<file path="config.mk">
export PLATFORM = sky130hd
export DESIGN_NAME = qec_syndrome_filter_decoder
export DESIGN_NICKNAME = d
export VERILOG_FILES = /design/src/rtl/qec_syndrome_filter_decoder.sv
export SDC_FILE = /design/constraint.sdc
export NUM_CORES = 1
export LEC_CHECK = 0
export CORE_ASPECT_RATIO = 2
export CORE_MARGIN = 2
export CORE_UTILIZATION = 41
export DETAILED_ROUTE_END_ITERATION = 10
export DONT_BUFFER_PORTS = 1
export GPL_TIMING_DRIVEN = 0
export PLACE_DENSITY_LB_ADDON = 0.1
export SYNTH_ARGS = -nofsm -noshare
export SYNTH_HDL_FRONTEND = slang
export SYNTH_SLANG_ARGS = --single-unit
export TNS_END_PERCENT = 5
</file>
<file path="constraint.sdc">
create_clock -name CLK -period 3 [get_ports CLK]
set_input_delay 0.45 -clock CLK [delete_from_list [all_inputs] [get_ports CLK]]
set_output_delay 0.45 -clock CLK [all_outputs]
set_load 0.03 [all_outputs]
</file>
<file path="src/rtl/qec_syndrome_filter_decoder.sv">
// qec_syndrome_filter_decoder
// Three-stage syndrome pipeline: input register, per-axis repetition filter,
// then a lookup-table decode into a one-hot correction.
// Emitted corrections are folded into X/Z Pauli frames.
module qec_syndrome_filter_decoder #(
  parameter int NQ     = 5,
  parameter int NS     = 4,
  parameter int ROUNDS = 3
) (
  input  logic          CLK,
  input  logic          RST,
  input  logic          syn_valid,
  input  logic [1:0]    syn_axis,
  input  logic [NS-1:0] syn,
  input  logic          cfg_we,
  input  logic [1:0]    cfg_axis,
  input  logic [NS-1:0] cfg_addr,
  input  logic [NQ-1:0] cfg_data,
  input  logic          frame_clr,
  output logic          corr_valid,
  output logic [NQ-1:0] corr,
  output logic [1:0]    corr_axis,
  output logic          corr_unk,
  output logic [NQ-1:0] frame_x,
  output logic [NQ-1:0] frame_z
);

  localparam int CW    = $clog2(ROUNDS + 1);
  localparam int DEPTH = 1 << NS;

  // Stage 0: registered sample; axis-00 samples are dropped here.
  logic          s0_valid_q;
  logic [1:0]    s0_axis_q;
  logic [NS-1:0] s0_syn_q;

  // Stage 1: accepted, nonzero syndrome awaiting decode.
  logic          s1_emit_q;
  logic [1:0]    s1_axis_q;
  logic [NS-1:0] s1_syn_q;

  // Stage 2: output and frame registers.
  logic          corr_valid_q;
  logic [NQ-1:0] corr_q;
  logic [1:0]    corr_axis_q;
  logic          corr_unk_q;
  logic [NQ-1:0] frame_x_q, frame_x_d;
  logic [NQ-1:0] frame_z_q, frame_z_d;

  logic [2:0]          acc_ax;
  logic [2:0][NQ-1:0]  bank_rd;
  logic [NQ-1:0]       entry;

  // Input sample register.
  always_ff @(posedge CLK) begin
    if (RST) begin
      s0_valid_q <= 1'b0;
      s0_axis_q  <= '0;
      s0_syn_q   <= '0;
    end else begin
      s0_valid_q <= syn_valid && (syn_axis != 2'b00);
      s0_axis_q  <= syn_axis;
      s0_syn_q   <= syn;
    end
  end

  genvar gi;
  generate
    for (gi = 0; gi < 3; gi++) begin : g_axis
      logic [NS-1:0] last_q;
      logic [CW-1:0] cnt_q;
      logic [CW-1:0] cnt_d;
      logic          hit;
      logic          same;
      logic [NQ-1:0] mem_q [DEPTH];

      assign hit  = s0_valid_q && (s0_axis_q == 2'(gi + 1));
      assign same = (s0_syn_q == last_q);
      // A repeated value counts up and saturates; a new value restarts at one.
      assign cnt_d = same ? ((cnt_q == CW'(ROUNDS)) ? cnt_q : cnt_q + CW'(1))
                          : CW'(1);
      // Accept only on the transition into ROUNDS, never while saturated.
      assign acc_ax[gi] = hit && (cnt_d == CW'(ROUNDS)) &&
                          !(same && (cnt_q == CW'(ROUNDS)));

      // Per-axis repetition filter state.
      always_ff @(posedge CLK) begin
        if (RST) begin
          last_q <= '0;
          cnt_q  <= '0;
        end else if (hit) begin
          last_q <= s0_syn_q;
          cnt_q  <= cnt_d;
        end
      end

      // Per-axis correction table; a same-cycle lookup sees the old entry.
      always_ff @(posedge CLK) begin
        if (RST) begin
          for (int i = 0; i < DEPTH; i++) mem_q[i] <= '0;
        end else if (cfg_we && (cfg_axis == 2'(gi + 1))) begin
          mem_q[cfg_addr] <= cfg_data;
        end
      end

      assign bank_rd[gi] = mem_q[s1_syn_q];
    end
  endgenerate

  // Filter-stage register: forward only accepted nonzero syndromes.
  always_ff @(posedge CLK) begin
    if (RST) begin
      s1_emit_q <= 1'b0;
      s1_axis_q <= '0;
      s1_syn_q  <= '0;
    end else begin
      s1_emit_q <= (|acc_ax) && (s0_syn_q != '0);
      s1_axis_q <= s0_axis_q;
      s1_syn_q  <= s0_syn_q;
    end
  end

  // Select the bank addressed by the stage-1 axis and fold it into the frames.
  always_comb begin
    entry     = bank_rd[2];
    frame_x_d = frame_x_q;
    frame_z_d = frame_z_q;
    if (s1_axis_q == 2'b01)      entry = bank_rd[0];
    else if (s1_axis_q == 2'b10) entry = bank_rd[1];
    if (s1_emit_q && (entry != '0)) begin
      if (s1_axis_q != 2'b11) frame_x_d = frame_x_q ^ entry;
      if (s1_axis_q != 2'b01) frame_z_d = frame_z_q ^ entry;
    end
    if (frame_clr) begin
      frame_x_d = '0;
      frame_z_d = '0;
    end
  end

  // Output register; correction fields hold between pulses.
  always_ff @(posedge CLK) begin
    if (RST) begin
      corr_valid_q <= 1'b0;
      corr_q       <= '0;
      corr_axis_q  <= '0;
      corr_unk_q   <= 1'b0;
      frame_x_q    <= '0;
      frame_z_q    <= '0;
    end else begin
      corr_valid_q <= s1_emit_q;
      if (s1_emit_q) begin
        corr_q      <= entry;
        corr_axis_q <= s1_axis_q;
        corr_unk_q  <= (entry == '0);
      end
      frame_x_q <= frame_x_d;
      frame_z_q <= frame_z_d;
    end
  end

  assign corr_valid = corr_valid_q;
  assign corr       = corr_q;
  assign corr_axis  = corr_axis_q;
  assign corr_unk   = corr_unk_q;
  assign frame_x    = frame_x_q;
  assign frame_z    = frame_z_q;

endmodule
</file>
==> results.rst, run 1 <==
.. list-table::
   :header-rows: 1

   * - Metric
     - Value
   * - Fin crit period
     - 3.072 ns
   * - Switch share
     - 0.2341
   * - Class of the worst hold path
     - in -> reg
   * - Worst-case setup slack after placement
     - -0.5518 ns
   * - Distinct cell type count after synthesis
     - 54
   * - Antenna violations before repair
     - 0
   * - Placeable Area
     - 32,810 sq um
   * - Reported leakage power
     - 5.025 nW
   * - Setup repair after global routing missed its margin
     - true
   * - CTS tree
     - done
   * - Clock tree root driver cell
     - sky130_fd_sc_hd__clkbuf_16
   * - Clock transition at the registers of the reported paths
     - 0.07 ns
   * - Violations in the final reports
     - negative setup slack
   * - RePlAce Congestion
     - 0.9152
   * - Post-detailed-route wirelength per cell
     - 28.07 um
   * - Type of destination of the critical path
     - register
   * - Wire length of the first global-routing pass
     - 60,850 um
   * - Part of the total power dissipated in sequential elements
     - 0.535
   * - Data arrival time of the critical path
     - 3.56 ns
   * - Internal power
     - 6.602 mW
   * - Delay contributed by the slowest stage of the critical path
     - 0.65 ns
   * - Detailed-router iteration count before antenna repair
     - 5
   * - Post-synth design cell area
     - 13,630 sq um
   * - Pin count of the biggest net entering global routing
     - 16
   * - WP buf/inv
     - 2
   * - Vias
     - 8,258
   * - Initial Utilization
     - 0.4155
   * - Post-synthesis net count
     - 1,050
   * - Worst path most repeated cell
     - sky130_fd_sc_hd__a21oi_1
   * - Number of hold violations in the final report
     - 0
   * - Y dimension of the die
     - 261.9 um
   * - Start point of the worst min-delay path
     - syn[3]
   * - Post-synth EDFFs
     - 240
   * - Leading register cell type out of synthesis
     - sky130_fd_sc_hd__edfxtp_1
   * - Layout Cell Area excl Fill
     - 15,090 sq um
   * - ANT nets after route
     - 0
   * - Final cell utilization of the core
     - 0.4600
   * - Maximum frequency from static timing analysis
     - 325.5 MHz
   * - Area of combinational cells with multiple inputs
     - 5100 sq um
   * - Slowest stage cell on the critical path
     - sky130_fd_sc_hd__and2_1
   * - Clock share of power
     - 0.388
   * - Worst Clk Skew
     - 0.02217 ns
   * - Aggregate global routing overflow
     - 0
   * - Boundary Pins
     - 41
   * - Final WL
     - 42,320 um
   * - Worst vdd rail ir drop
     - 0.4158 mV
   * - Power density normalized to cell area
     - 571.1 nW/um^2
   * - Final total power
     - 8.620 mW
   * - Via count of the first global-routing pass
     - 8,804
   * - Sort of element at the start of the critical path
     - register
   * - Remaining max-slew budget at the tightest pin
     - 0.4115
   * - Max-cap check violation count
     - 0
   * - Count of state elements after synthesis
     - 291
   * - Share of post-route cells with drive strength above 1
     - 0.1591
   * - Result of the run
     - finished, violations left
   * - Area of the die
     - 34,820 sq um
   * - Total area of sequential cells
     - 8228 sq um
   * - DPL Wire Length
     - 32,360 um
   * - DRC errors left
     - 0
   * - Filler Cells Inserted
     - 2,960
   * - Area post-placement
     - 14,170 sq um
   * - Portion of total power attributed to combinational logic
     - 0.077
   * - Maximum level of the CTS H-tree
     - 1
   * - Final count of pins violating max slew
     - 0
   * - Actual slew at the worst max-slew pin
     - 0.8827 ns
   * - Data required time at the worst endpoint
     - 3.49 ns
   * - Cell count after synthesis
     - 1,028
   * - Sinks on the clock net
     - 291
   * - Synthesis warning total
     - 0
   * - Fin Setup TNS
     - -0.07182 ns
   * - Clock latency of the later-clocked register in the worst-skew pair
     - 0.56 ns
   * - TritonCTS Buffers
     - 26
   * - Area growth from synthesis to layout
     - 10.70%
   * - Number of nets in the finished design
     - 1,079
   * - Fin worst setup slack
     - -0.07182 ns
   * - Avg Synthesized Cell Area
     - 13.26 sq um
   * - Number of placed cells counting well taps
     - 1,460
   * - Detailed router's first-iteration violation count
     - 609
   * - Critical path fanouts, max
     - 10
   * - Global Route Usage Sum
     - 0.2488
   * - Total of buffers placed on input and output ports
     - 0
   * - Post-Route Hold Slack
     - 0.02659 ns
   * - Site row count
     - 94
   * - Critical path cell sequence
     - buf_2, clkbuf_2, and2_1, a22oi_2, a21oi_1, nor3_2, or3_1, a21oi_1
   * - Post-synthesis async set-or-reset flop share
     - 0
   * - Startpoint-to-endpoint class of the critical path
     - reg -> reg
   * - Final-report setup violation count
     - 1
   * - Sequential cell area fraction in the yosys report
     - 0.6035
   * - Vias/cell
     - 5.476
   * - NetSw
     - 2.018 mW
   * - Max Root-Sink Buffers
     - 3
   * - Tcrit/Tclk final
     - 1.024
   * - Overall die width
     - 132.9 um
   * - CP delay by family, top
     - simple AND/OR/NAND/NOR gates
   * - Setup slack of the worst register-to-register path
     - -0.07 ns
   * - Non-filler cells in the finished layout
     - 1,508
## registers in the layout, indices dropped and copies added, names as in the netlist, 2 cells and up, named ones only
register	flops
g_axis.mem_q	240
g_axis.last_q	12
g_axis.cnt_q	6
corr	5
frame_x	5
frame_z	5
s0_syn_q	4
corr_axis	2
s0_axis_q	2
s1_axis_q	2
## path summary, 6_finish.rpt
path,cells after the start,end
worst max-delay path,8,frame_x[3]$_SDFFE_PP0P_
worst min-delay path,1,s0_syn_q[3]$_SDFF_PP0_
worst max register to register,8,frame_x[3]$_SDFFE_PP0P_
worst min register to register,2,g_axis[2].last_q[3]$_SDFFE_PP0P_
## routing by layer
metal | vias to the layer above | share of wire | global-route usage
li1 | 3764 | - | -
met1 | 4126 | 0.32 | 0.2353
met2 | 264 | 0.57 | 0.4955
met3 | 104 | 0.043 | 0.03241
met4 | 0 | 0.071 | 0.1571
met5 | - | 0 | 0
## kinds of logic (layout without fill, tap and decap cells)
group           count (synthesis)  in the layout  share of synthesized area
flops                         291            291                     0.6035
buf+inv                        74            121                    0.02560
xor+xnor                       13             13                   0.008351
compound gates                 71             71                    0.03487
other cells                     0              1                          0
simple gates                  488            488                     0.2027
mux                            91             91                     0.1250
## worst register-to-register path: stages, from the launching register on
cell and delay (ns):
sky130_fd_sc_hd__dfxtp_1 0.30, sky130_fd_sc_hd__buf_2 0.22, sky130_fd_sc_hd__clkbuf_2 0.44, sky130_fd_sc_hd__and2_1 0.65, sky130_fd_sc_hd__a22oi_2 0.25, sky130_fd_sc_hd__a21oi_1 0.48
sky130_fd_sc_hd__nor3_2 0.17, sky130_fd_sc_hd__or3_1 0.37, sky130_fd_sc_hd__a21oi_1 0.13
## placed cells by master, fill, tap and decap left out, types with 7 or more instances in the layout
cell type / n
sky130_fd_sc_hd__dfxtp_1: 51
sky130_fd_sc_hd__nor3_1: 9
sky130_fd_sc_hd__clkbuf_1: 50
sky130_fd_sc_hd__mux4_1: 13
sky130_fd_sc_hd__inv_1: 8
sky130_fd_sc_hd__nand3b_1: 7
sky130_fd_sc_hd__a22oi_1: 10
sky130_fd_sc_hd__nor2b_1: 22
sky130_fd_sc_hd__a21oi_1: 22
sky130_fd_sc_hd__edfxtp_1: 240
sky130_fd_sc_hd__mux4_2: 46
sky130_fd_sc_hd__o21ai_0: 8
sky130_fd_sc_hd__and2_1: 244
sky130_fd_sc_hd__xnor2_1: 12
sky130_fd_sc_hd__mux2i_1: 25
sky130_fd_sc_hd__or2_2: 51
sky130_fd_sc_hd__nand2_1: 37
sky130_fd_sc_hd__nor2_1: 77
sky130_fd_sc_hd__nand3_1: 11
sky130_fd_sc_hd__clkbuf_16: 28
## final cells by class
| type | count | area share |
|---|---|---|
| repair buffers | 2 | 0.001161 |
| plain buffers | 68 | 0.02396 |
| multi-input cells | 663 | 0.3379 |
| clock inverters | 12 | 0.005388 |
| well taps | 432 | 0.03581 |
| diodes | 1 | 0.0001658 |
| flip-flops and latches | 291 | 0.5451 |
| inverters | 5 | 0.001243 |
| clock buffers | 34 | 0.04924 |
## what timing repair did
action,in CTS,in global routing
pin swaps,2,0
hold buffers,1,0
gates resized for setup,17,6
buffers inserted,1,0
endpoints found under the setup margin,13,6
hold endpoints to repair,4,0
## power groups by stage
stage	Clock [mW]	Sequential [mW]	Combinational (mW)
2_1_floorplan	0	4.66	0.407
3_3_place_gp	0	4.69	0.649
3_5_place_dp	0	4.70	0.651
4_1_cts	3.40	4.61	0.667
5_1_grt	3.53	4.62	0.699
6_report	3.35	4.61	0.665
## synthesized netlist by cell type, types with 2 or more instances
cell type                    n  area [sq um]
sky130_fd_sc_hd__clkbuf_1   49         183.9
sky130_fd_sc_hd__or3_1       6         37.54
sky130_fd_sc_hd__inv_1       5         18.77
sky130_fd_sc_hd__nor2_1     77         289.0
sky130_fd_sc_hd__o22ai_1     4         25.02
sky130_fd_sc_hd__mux2_2      5         56.30
sky130_fd_sc_hd__o21a_1      2         15.01
sky130_fd_sc_hd__nor2b_1    22         137.6
sky130_fd_sc_hd__or4_1       2         15.01
sky130_fd_sc_hd__nor3_1     10         50.05
sky130_fd_sc_hd__mux4_2     46          1036
sky130_fd_sc_hd__edfxtp_1  240          7207
sky130_fd_sc_hd__o221ai_1    2         17.52
sky130_fd_sc_hd__nand3_1    13         65.06
sky130_fd_sc_hd__a22oi_1    14         105.1
sky130_fd_sc_hd__nand3b_1    7         52.55
sky130_fd_sc_hd__or2_2      51         319.1
sky130_fd_sc_hd__and2_1    244          1526
sky130_fd_sc_hd__mux2i_1    27         270.3
sky130_fd_sc_hd__buf_6       2         22.52
sky130_fd_sc_hd__o21ai_0     8         40.04
sky130_fd_sc_hd__xnor2_1    12         105.1
sky130_fd_sc_hd__buf_2       8         40.04
sky130_fd_sc_hd__o211ai_1    3         22.52
sky130_fd_sc_hd__buf_1       3         11.26
sky130_fd_sc_hd__dfxtp_1    51          1021
sky130_fd_sc_hd__o31ai_1     3         22.52
sky130_fd_sc_hd__a21oi_1    22         110.1
sky130_fd_sc_hd__nand2b_1    6         37.54
sky130_fd_sc_hd__buf_4       5         37.54
sky130_fd_sc_hd__nand2_1    37         138.9
sky130_fd_sc_hd__a211oi_1    3         22.52
sky130_fd_sc_hd__nand4_1     6         37.54
sky130_fd_sc_hd__mux4_1     13         341.6
Power figures use the tool's default switching activity.
==> inputs of run 2 (changes only) <==
--- a/config.mk
+++ b/config.mk
@@ -7,10 +7,11 @@
 export LEC_CHECK = 0
 export CORE_ASPECT_RATIO = 2
 export CORE_MARGIN = 2
-export CORE_UTILIZATION = 41
+export CORE_UTILIZATION = 42
 export DETAILED_ROUTE_END_ITERATION = 10
 export DONT_BUFFER_PORTS = 1
 export GPL_TIMING_DRIVEN = 0
+export MAX_ROUTING_LAYER = met4
 export PLACE_DENSITY_LB_ADDON = 0.1
 export SYNTH_ARGS = -nofsm -noshare
 export SYNTH_HDL_FRONTEND = slang
==> run 2 against run 1 <==
  * The flow still finishes with violations (negative setup slack)
  * Global-route usage increased by 0.86 points
  * Critical path depth unchanged
  * Sequential cell count unchanged
  * Count of clock-buffer cells in the layout decreased by 3
  * Non-clock buffer count unchanged
  * Highest routed layer unchanged
==> results.rst, run 2 (synthesized netlist as in run 1, its figures left out) <==
.. list-table::
   :header-rows: 1

   * - Metric
     - Value
   * - RePlAce Congestion
     - 0.9131
   * - Post-detailed-route wirelength per cell
     - 27.98 um
   * - Y dimension of the die
     - 258.8 um
   * - Violations in the final reports
     - negative setup slack
   * - Number of hold violations in the final report
     - 0
   * - Final WL
     - 42,120 um
   * - Clock transition at the registers of the reported paths
     - 0.07 ns
   * - Class of the worst hold path
     - in -> reg
   * - Clock tree root driver cell
     - sky130_fd_sc_hd__clkbuf_16
   * - Number of nets in the finished design
     - 1,080
   * - TritonCTS Buffers
     - 27
   * - Aggregate global routing overflow
     - 0
   * - Slowest stage cell on the critical path
     - sky130_fd_sc_hd__nor2_1
   * - CTS tree
     - done
   * - WP buf/inv
     - 2
   * - Highest layer used for signal routing
     - met4
   * - Final total power
     - 8.658 mW
   * - Global Route Usage Sum
     - 0.2575
   * - Most frequent cells in the layout
     - sky130_fd_sc_hd__and2_1, sky130_fd_sc_hd__edfxtp_1, sky130_fd_sc_hd__nor2_1
   * - Diodes inserted
     - 0
   * - Via count of the first global-routing pass
     - 8,742
   * - Vias
     - 8,311
   * - Critical path cell sequence
     - buf_2, clkbuf_2, nor2_1, a22oi_2, a21oi_1, nor3_2, or3_1, a21oi_1
   * - Reported leakage power
     - 5.000 nW
   * - Total of buffers placed on input and output ports
     - 0
   * - Maximum level of the CTS H-tree
     - 1
   * - Register with the highest flop count
     - g_axis.mem_q
   * - Layout Cell Area excl Fill
     - 15,080 sq um
   * - DRC errors left
     - 0
   * - CP delay by family, top
     - simple AND/OR/NAND/NOR gates
   * - Boundary Pins
     - 41
   * - Site row count
     - 93
   * - Met2 Routed Length
     - 24,100 um
   * - Power density normalized to cell area
     - 574.1 nW/um^2
   * - Delay contributed by the slowest stage of the critical path
     - 0.78 ns
   * - Detailed router's first-iteration violation count
     - 529
   * - WL met3
     - 1586 um
   * - Clock latency of the later-clocked register in the worst-skew pair
     - 0.57 ns
   * - Area growth from synthesis to layout
     - 10.60%
   * - Max Root-Sink Buffers
     - 3
   * - Worst Clk Skew
     - 0.01801 ns
   * - Type of destination of the critical path
     - register
   * - Worst vdd rail ir drop
     - 0.4436 mV
   * - Actual slew at the worst max-slew pin
     - 0.8870 ns
   * - Critical path fanouts, max
     - 10
   * - Maximum frequency from static timing analysis
     - 331.3 MHz
   * - Overall die width
     - 131.4 um
   * - Registers with the most flip-flops
     - g_axis.mem_q x240, g_axis.last_q x12, g_axis.cnt_q x6
   * - Max-cap check violation count
     - 0
   * - Number of flip-flops in the largest register
     - 240
   * - Placeable Area
     - 32,120 sq um
   * - Sinks on the clock net
     - 291
   * - Setup repair after global routing missed its margin
     - false
   * - Final-report setup violation count
     - 1
   * - Sort of element at the start of the critical path
     - register
   * - Startpoint-to-endpoint class of the critical path
     - reg -> reg
   * - Share of post-route cells with drive strength above 1
     - 0.1596
   * - Data required time at the worst endpoint
     - 3.48 ns
   * - Worst path most repeated cell
     - sky130_fd_sc_hd__a21oi_1
   * - DPL Wire Length
     - 32,270 um
   * - Tcrit/Tclk final
     - 1.006
   * - Pin count of the biggest net entering global routing
     - 16
   * - Fin crit period
     - 3.019 ns
   * - Area of the die
     - 34,010 sq um
   * - Wire length of the first global-routing pass
     - 60,450 um
   * - Met1 routed wirelength after detailed routing
     - 13,420 um
   * - ANT nets after route
     - 0
   * - Initial Utilization
     - 0.4245
   * - Fin worst setup slack
     - -0.01872 ns
   * - Antenna violations before repair
     - 2
   * - Area post-placement
     - 14,170 sq um
   * - Vias/cell
     - 5.522
   * - Remaining max-slew budget at the tightest pin
     - 0.4065
   * - Detailed-router iteration count before antenna repair
     - 5
   * - Data arrival time of the critical path
     - 3.50 ns
   * - Most common library cell in the layout ignoring fill and taps
     - sky130_fd_sc_hd__and2_1
   * - Final count of pins violating max slew
     - 0
   * - Result of the run
     - finished, violations left
## run 2: cell types whose count changed in the layout (fill, tap and decap cells not counted), sizes merged
cell | previous run | this run
bufinv | 1 | 2
clkinvlp | 0 | 4
buf | 20 | 19
inv | 8 | 6
clkinv | 8 | 11
clkbuf | 83 | 81
diode | 1 | 0
## run 2: path summary, 6_finish.rpt
path / end / slack (ns) / start / depth (start not counted)
worst min register to register: g_axis[2].last_q[1]$_SDFFE_PP0P_ / 0.47 / g_axis[2].last_q[1]$_SDFFE_PP0P_ / 2
worst max register to register: frame_x[3]$_SDFFE_PP0P_ / -0.02 / register / 8
worst max-delay path: frame_x[3]$_SDFFE_PP0P_ / -0.02 / register / 8
worst min-delay path: s0_syn_q[0]$_SDFF_PP0_ / 0.02 / syn[0] / 1
## run 2: per-stage QoR
step | util | instances | setup TNS, ns | hold WS, ns | setup WS, ns
after detailed placement | 0.4412 | 1455 | -3.659 | 0.4638 | -0.5546
after floorplan | - | 1028 | 0 | 0.4488 | 0.6967
after CTS | 0.4688 | 1505 | 0 | 0.002578 | 0.001082
after global placement | 0.4412 | 1455 | -3.480 | 0.4561 | -0.5377
after global routing | 0.4695 | 1505 | 0 | 0.03056 | 0.001855
final | 0.4695 | 1505 | -0.01872 | 0.02085 | -0.01872
## run 2: layout make-up
cell class | count | area, sq um
Multi-Input combinational cell | 663 | 5097
Clock buffer | 31 | 690.7
Buffer | 68 | 350.3
Inverter | 5 | 18.77
Sequential cell | 291 | 8228
Timing Repair Buffer | 2 | 17.52
Fill cell | 2980 | 17040
Tap cell | 427 | 534.3
Clock inverter | 18 | 142.6
## run 2: power by group
| part | switching (mW) | total, mW | leakage, nW | internal (mW) |
|---|---|---|---|---|
| sequential | 0.0660 | 4.61 | 2.69 | 4.54 |
| combinational | 0.426 | 0.663 | 1.91 | 0.237 |
| clock | 1.57 | 3.39 | 0.397 | 1.82 |
## run 2: timing repair
action	in CTS	in global routing
resized for setup	12	7
pin swaps	2	0
hold endpoints to repair	4	0
hold buffers	1	0
setup buffers	1	0
setup endpoints to repair	14	6
## run 2: per-layer routing
layer | vias to the layer above | global-route usage
li1 | 3767 | -
met1 | 4175 | 0.2369
met2 | 244 | 0.4964
met3 | 125 | 0.03345
met4 | 0 | 0.1549
met5 | - | -
==> inputs of run 3 (changes only) <==
--- a/config.mk
+++ b/config.mk
@@ -7,9 +7,10 @@
 export LEC_CHECK = 0
 export CORE_ASPECT_RATIO = 2
 export CORE_MARGIN = 2
-export CORE_UTILIZATION = 42
+export CORE_UTILIZATION = 35
 export DETAILED_ROUTE_END_ITERATION = 10
 export DONT_BUFFER_PORTS = 1
+export GPL_ROUTABILITY_DRIVEN = 1
 export GPL_TIMING_DRIVEN = 0
 export MAX_ROUTING_LAYER = met4
 export PLACE_DENSITY_LB_ADDON = 0.1
==> run 3 against run 2 <==
  * The run now ends clean
  * Core utilization shrank 7.2 points
  * Via count grew 0.22%
  * Largest power group unchanged
  * Critical path type unchanged
  * Cell area grew 1.6%
  * Combinational power grew 4.2%
  * Register-to-register slack gained 0.04 ns
  * Sequential share of layout area shrank 0.88 points
  * Sequential cell count is the same
==> results.rst, run 3 (synthesized netlist as in run 1, its figures left out) <==
.. list-table::
   :header-rows: 1

   * - Metric
     - Value
   * - Result of the run
     - finished clean
   * - Maximum frequency from static timing analysis
     - 335.7 MHz
   * - Tcrit/Tclk final
     - 0.9929
   * - Clock tree root driver cell
     - sky130_fd_sc_hd__clkbuf_16
   * - Diodes inserted
     - 0
   * - Power density normalized to cell area
     - 576.1 nW/um^2
   * - Depth of the worst register-to-register path
     - 9
   * - Number of nets in the finished design
     - 1,086
   * - Antenna violations before repair
     - 1
   * - Most common library cell in the layout ignoring fill and taps
     - sky130_fd_sc_hd__and2_1
   * - Cell depth of the worst setup path
     - 9
   * - Worst vdd rail ir drop
     - 0.4326 mV
   * - Slowest stage cell on the critical path
     - sky130_fd_sc_hd__mux4_2
   * - Via count of the first global-routing pass
     - 8,803
   * - Share of post-route cells with drive strength above 1
     - 0.1677
   * - Area of the die
     - 40,650 sq um
   * - Setup crit end
     - corr_unk$_SDFFE_PP0P_
   * - Boundary Pins
     - 41
   * - WP buf/inv
     - 3
   * - Global Route Usage Sum
     - 0.2314
   * - Registers with the most flip-flops
     - g_axis.mem_q x240, g_axis.last_q x12, g_axis.cnt_q x6
   * - Number of flip-flops in the largest register
     - 240
   * - ANT nets after route
     - 0
   * - Vias
     - 8,329
   * - Setup repair after global routing missed its margin
     - false
   * - Met2 Routed Length
     - 26,250 um
   * - Actual slew at the worst max-slew pin
     - 0.9820 ns
   * - Detailed router's first-iteration violation count
     - 719
   * - Placeable Area
     - 38,540 sq um
   * - TritonCTS Buffers
     - 28
   * - Class of the worst hold path
     - in -> reg
   * - Clock latency of the later-clocked register in the worst-skew pair
     - 0.57 ns
   * - Wire length of the first global-routing pass
     - 63,750 um
   * - Maximum level of the CTS H-tree
     - 1
   * - Total of buffers placed on input and output ports
     - 0
   * - Post-Route Hold Slack
     - 0.02768 ns
   * - Worst Clk Skew
     - 0.01227 ns
   * - CP delay by family, top
     - buffers and inverters
   * - Final WL
     - 45,120 um
   * - WL met3
     - 1792 um
   * - Register with the highest flop count
     - g_axis.mem_q
   * - Critical R2R Capture
     - corr_unk$_SDFFE_PP0P_
   * - Final count of pins violating max slew
     - 0
   * - Overall die width
     - 143.6 um
   * - Final-report setup violation count
     - 0
   * - Post-detailed-route wirelength per cell
     - 28.11 um
   * - RePlAce Congestion
     - 0.9154
   * - Final total power
     - 8.829 mW
   * - Initial Utilization
     - 0.3538
   * - DRC errors left
     - 0
   * - Delay contributed by the slowest stage of the critical path
     - 0.58 ns
   * - Data arrival time of the critical path
     - 3.45 ns
   * - Sort of element at the start of the critical path
     - register
   * - Most frequent cells in the layout
     - sky130_fd_sc_hd__and2_1, sky130_fd_sc_hd__edfxtp_1, sky130_fd_sc_hd__nor2_1
   * - Total area of sequential cells
     - 8228 sq um
   * - Critical path cell sequence
     - buf_6, buf_6, buf_8, mux4_2, a22oi_2, nand3_1, nand3_2, nand3_1, o41ai_2
   * - Reported leakage power
     - 5.075 nW
   * - Data required time at the worst endpoint
     - 3.47 ns
   * - Vias/cell
     - 5.189
   * - Area of combinational cells with multiple inputs
     - 5121 sq um
   * - CTS tree
     - done
   * - Detailed-router iteration count before antenna repair
     - 6
   * - Pin count of the biggest net entering global routing
     - 15
   * - Clock transition at the registers of the reported paths
     - 0.06 ns
   * - DPL Wire Length
     - 34,480 um
   * - Number of hold violations in the final report
     - 0
   * - Critical path fanouts, max
     - 10
   * - Aggregate global routing overflow
     - 0
   * - Max Root-Sink Buffers
     - 3
   * - Remaining max-slew budget at the tightest pin
     - 0.3453
   * - Startpoint-to-endpoint class of the critical path
     - reg -> reg
   * - Site row count
     - 102
   * - Max-cap check violation count
     - 0
   * - Fin crit period
     - 2.979 ns
   * - Setup slack of the worst register-to-register path
     - 0.02 ns
   * - Filler Cells Inserted
     - 3,755
   * - Type of destination of the critical path
     - register
   * - Sinks on the clock net
     - 291
   * - Area growth from synthesis to layout
     - 12.41%
   * - Met1 routed wirelength after detailed routing
     - 14,650 um
   * - Y dimension of the die
     - 283.1 um
   * - Highest layer used for signal routing
     - met4
run 3: cell types whose count changed in the layout (fill, tap and decap cells not counted), moves of 2 or more:
cell                            change
sky130_fd_sc_hd__clkbuf_4           -2
sky130_fd_sc_hd__clkinv_1           -4
sky130_fd_sc_hd__clkbuf_16          +3
sky130_fd_sc_hd__clkbuf_2           +8
sky130_fd_sc_hd__clkinvlp_4         -2
sky130_fd_sc_hd__dlygate4sd3_1      +5
run 3: per-layer routing:
metal | vias to the layer above | global-route usage
met5 | - | -
met4 | 0 | 0.1140
met3 | 84 | 0.02484
met2 | 248 | 0.4474
met1 | 4225 | 0.2189
li1 | 3772 | -
run 3: metrics by stage:
step / cell area (sq um) / worst slack [ns] / setup TNS, ns / std cells / util
finish: 15330 / 0.02127 / 0 / 1605 / 0.3976
global route: 15330 / 0.002718 / 0 / 1605 / 0.3976
CTS: 15310 / -0.006906 / -0.006906 / 1605 / 0.3971
detailed placement: 14290 / -0.6572 / -5.115 / 1548 / 0.3706
global placement: 14290 / -0.6375 / -5.210 / 1548 / 0.3706
floorplan: 13630 / 0.6967 / 0 / 1028 / -
run 3: repair_timing:
action	in CTS	in global routing
hold endpoints to repair	9	0
hold buffers	6	0
gates resized for setup	22	6
pin swaps	1	0
buffers inserted	1	0
setup endpoints to repair	16	2
run 3: power breakdown:
part	internal, mW	total, mW	switching [mW]
clock network	1.93	3.53	1.60
logic	0.245	0.691	0.446
registers	4.54	4.61	0.0670
run 3: worst min-delay path by stage:
stage / startpoint / endpoint / slack (ns) / cells after the start
2_1_floorplan: g_axis[2].last_q[3]$_SDFFE_PP0P_ / g_axis[2].last_q[3]$_SDFFE_PP0P_ / 0.45 / 2
3_3_place_gp: g_axis[2].last_q[1]$_SDFFE_PP0P_ / g_axis[2].last_q[1]$_SDFFE_PP0P_ / 0.46 / 2
3_5_place_dp: g_axis[2].last_q[0]$_SDFFE_PP0P_ / g_axis[2].last_q[0]$_SDFFE_PP0P_ / 0.46 / 2
4_1_cts: syn_axis[0] / s0_axis_q[0]$_SDFF_PP0_ / 0.002 / 1
5_1_grt: syn_axis[0] / s0_axis_q[0]$_SDFF_PP0_ / 0.02 / 1
6_report: syn_axis[0] / s0_axis_q[0]$_SDFF_PP0_ / 0.03 / 1
run 3: cell type report:
class,instances,share of cell area
multi-input cells,663,0.3342
well taps,520,0.04245
inverters,5,0.001225
plain buffers,68,0.02368
flip-flops and latches,291,0.5369
clock inverters,10,0.005062
clock buffers,41,0.05217
repair buffers,7,0.004409
run 3: worst reg2reg max path, stage by stage, from the launching register on:
cell	delay [ns]
sky130_fd_sc_hd__dfxtp_1	0.38
sky130_fd_sc_hd__buf_6	0.23
sky130_fd_sc_hd__buf_6	0.25
sky130_fd_sc_hd__buf_8	0.26
sky130_fd_sc_hd__mux4_2	0.59
sky130_fd_sc_hd__a22oi_2	0.33
sky130_fd_sc_hd__nand3_1	0.27
sky130_fd_sc_hd__nand3_2	0.25
sky130_fd_sc_hd__nand3_1	0.11
sky130_fd_sc_hd__o41ai_2	0.20
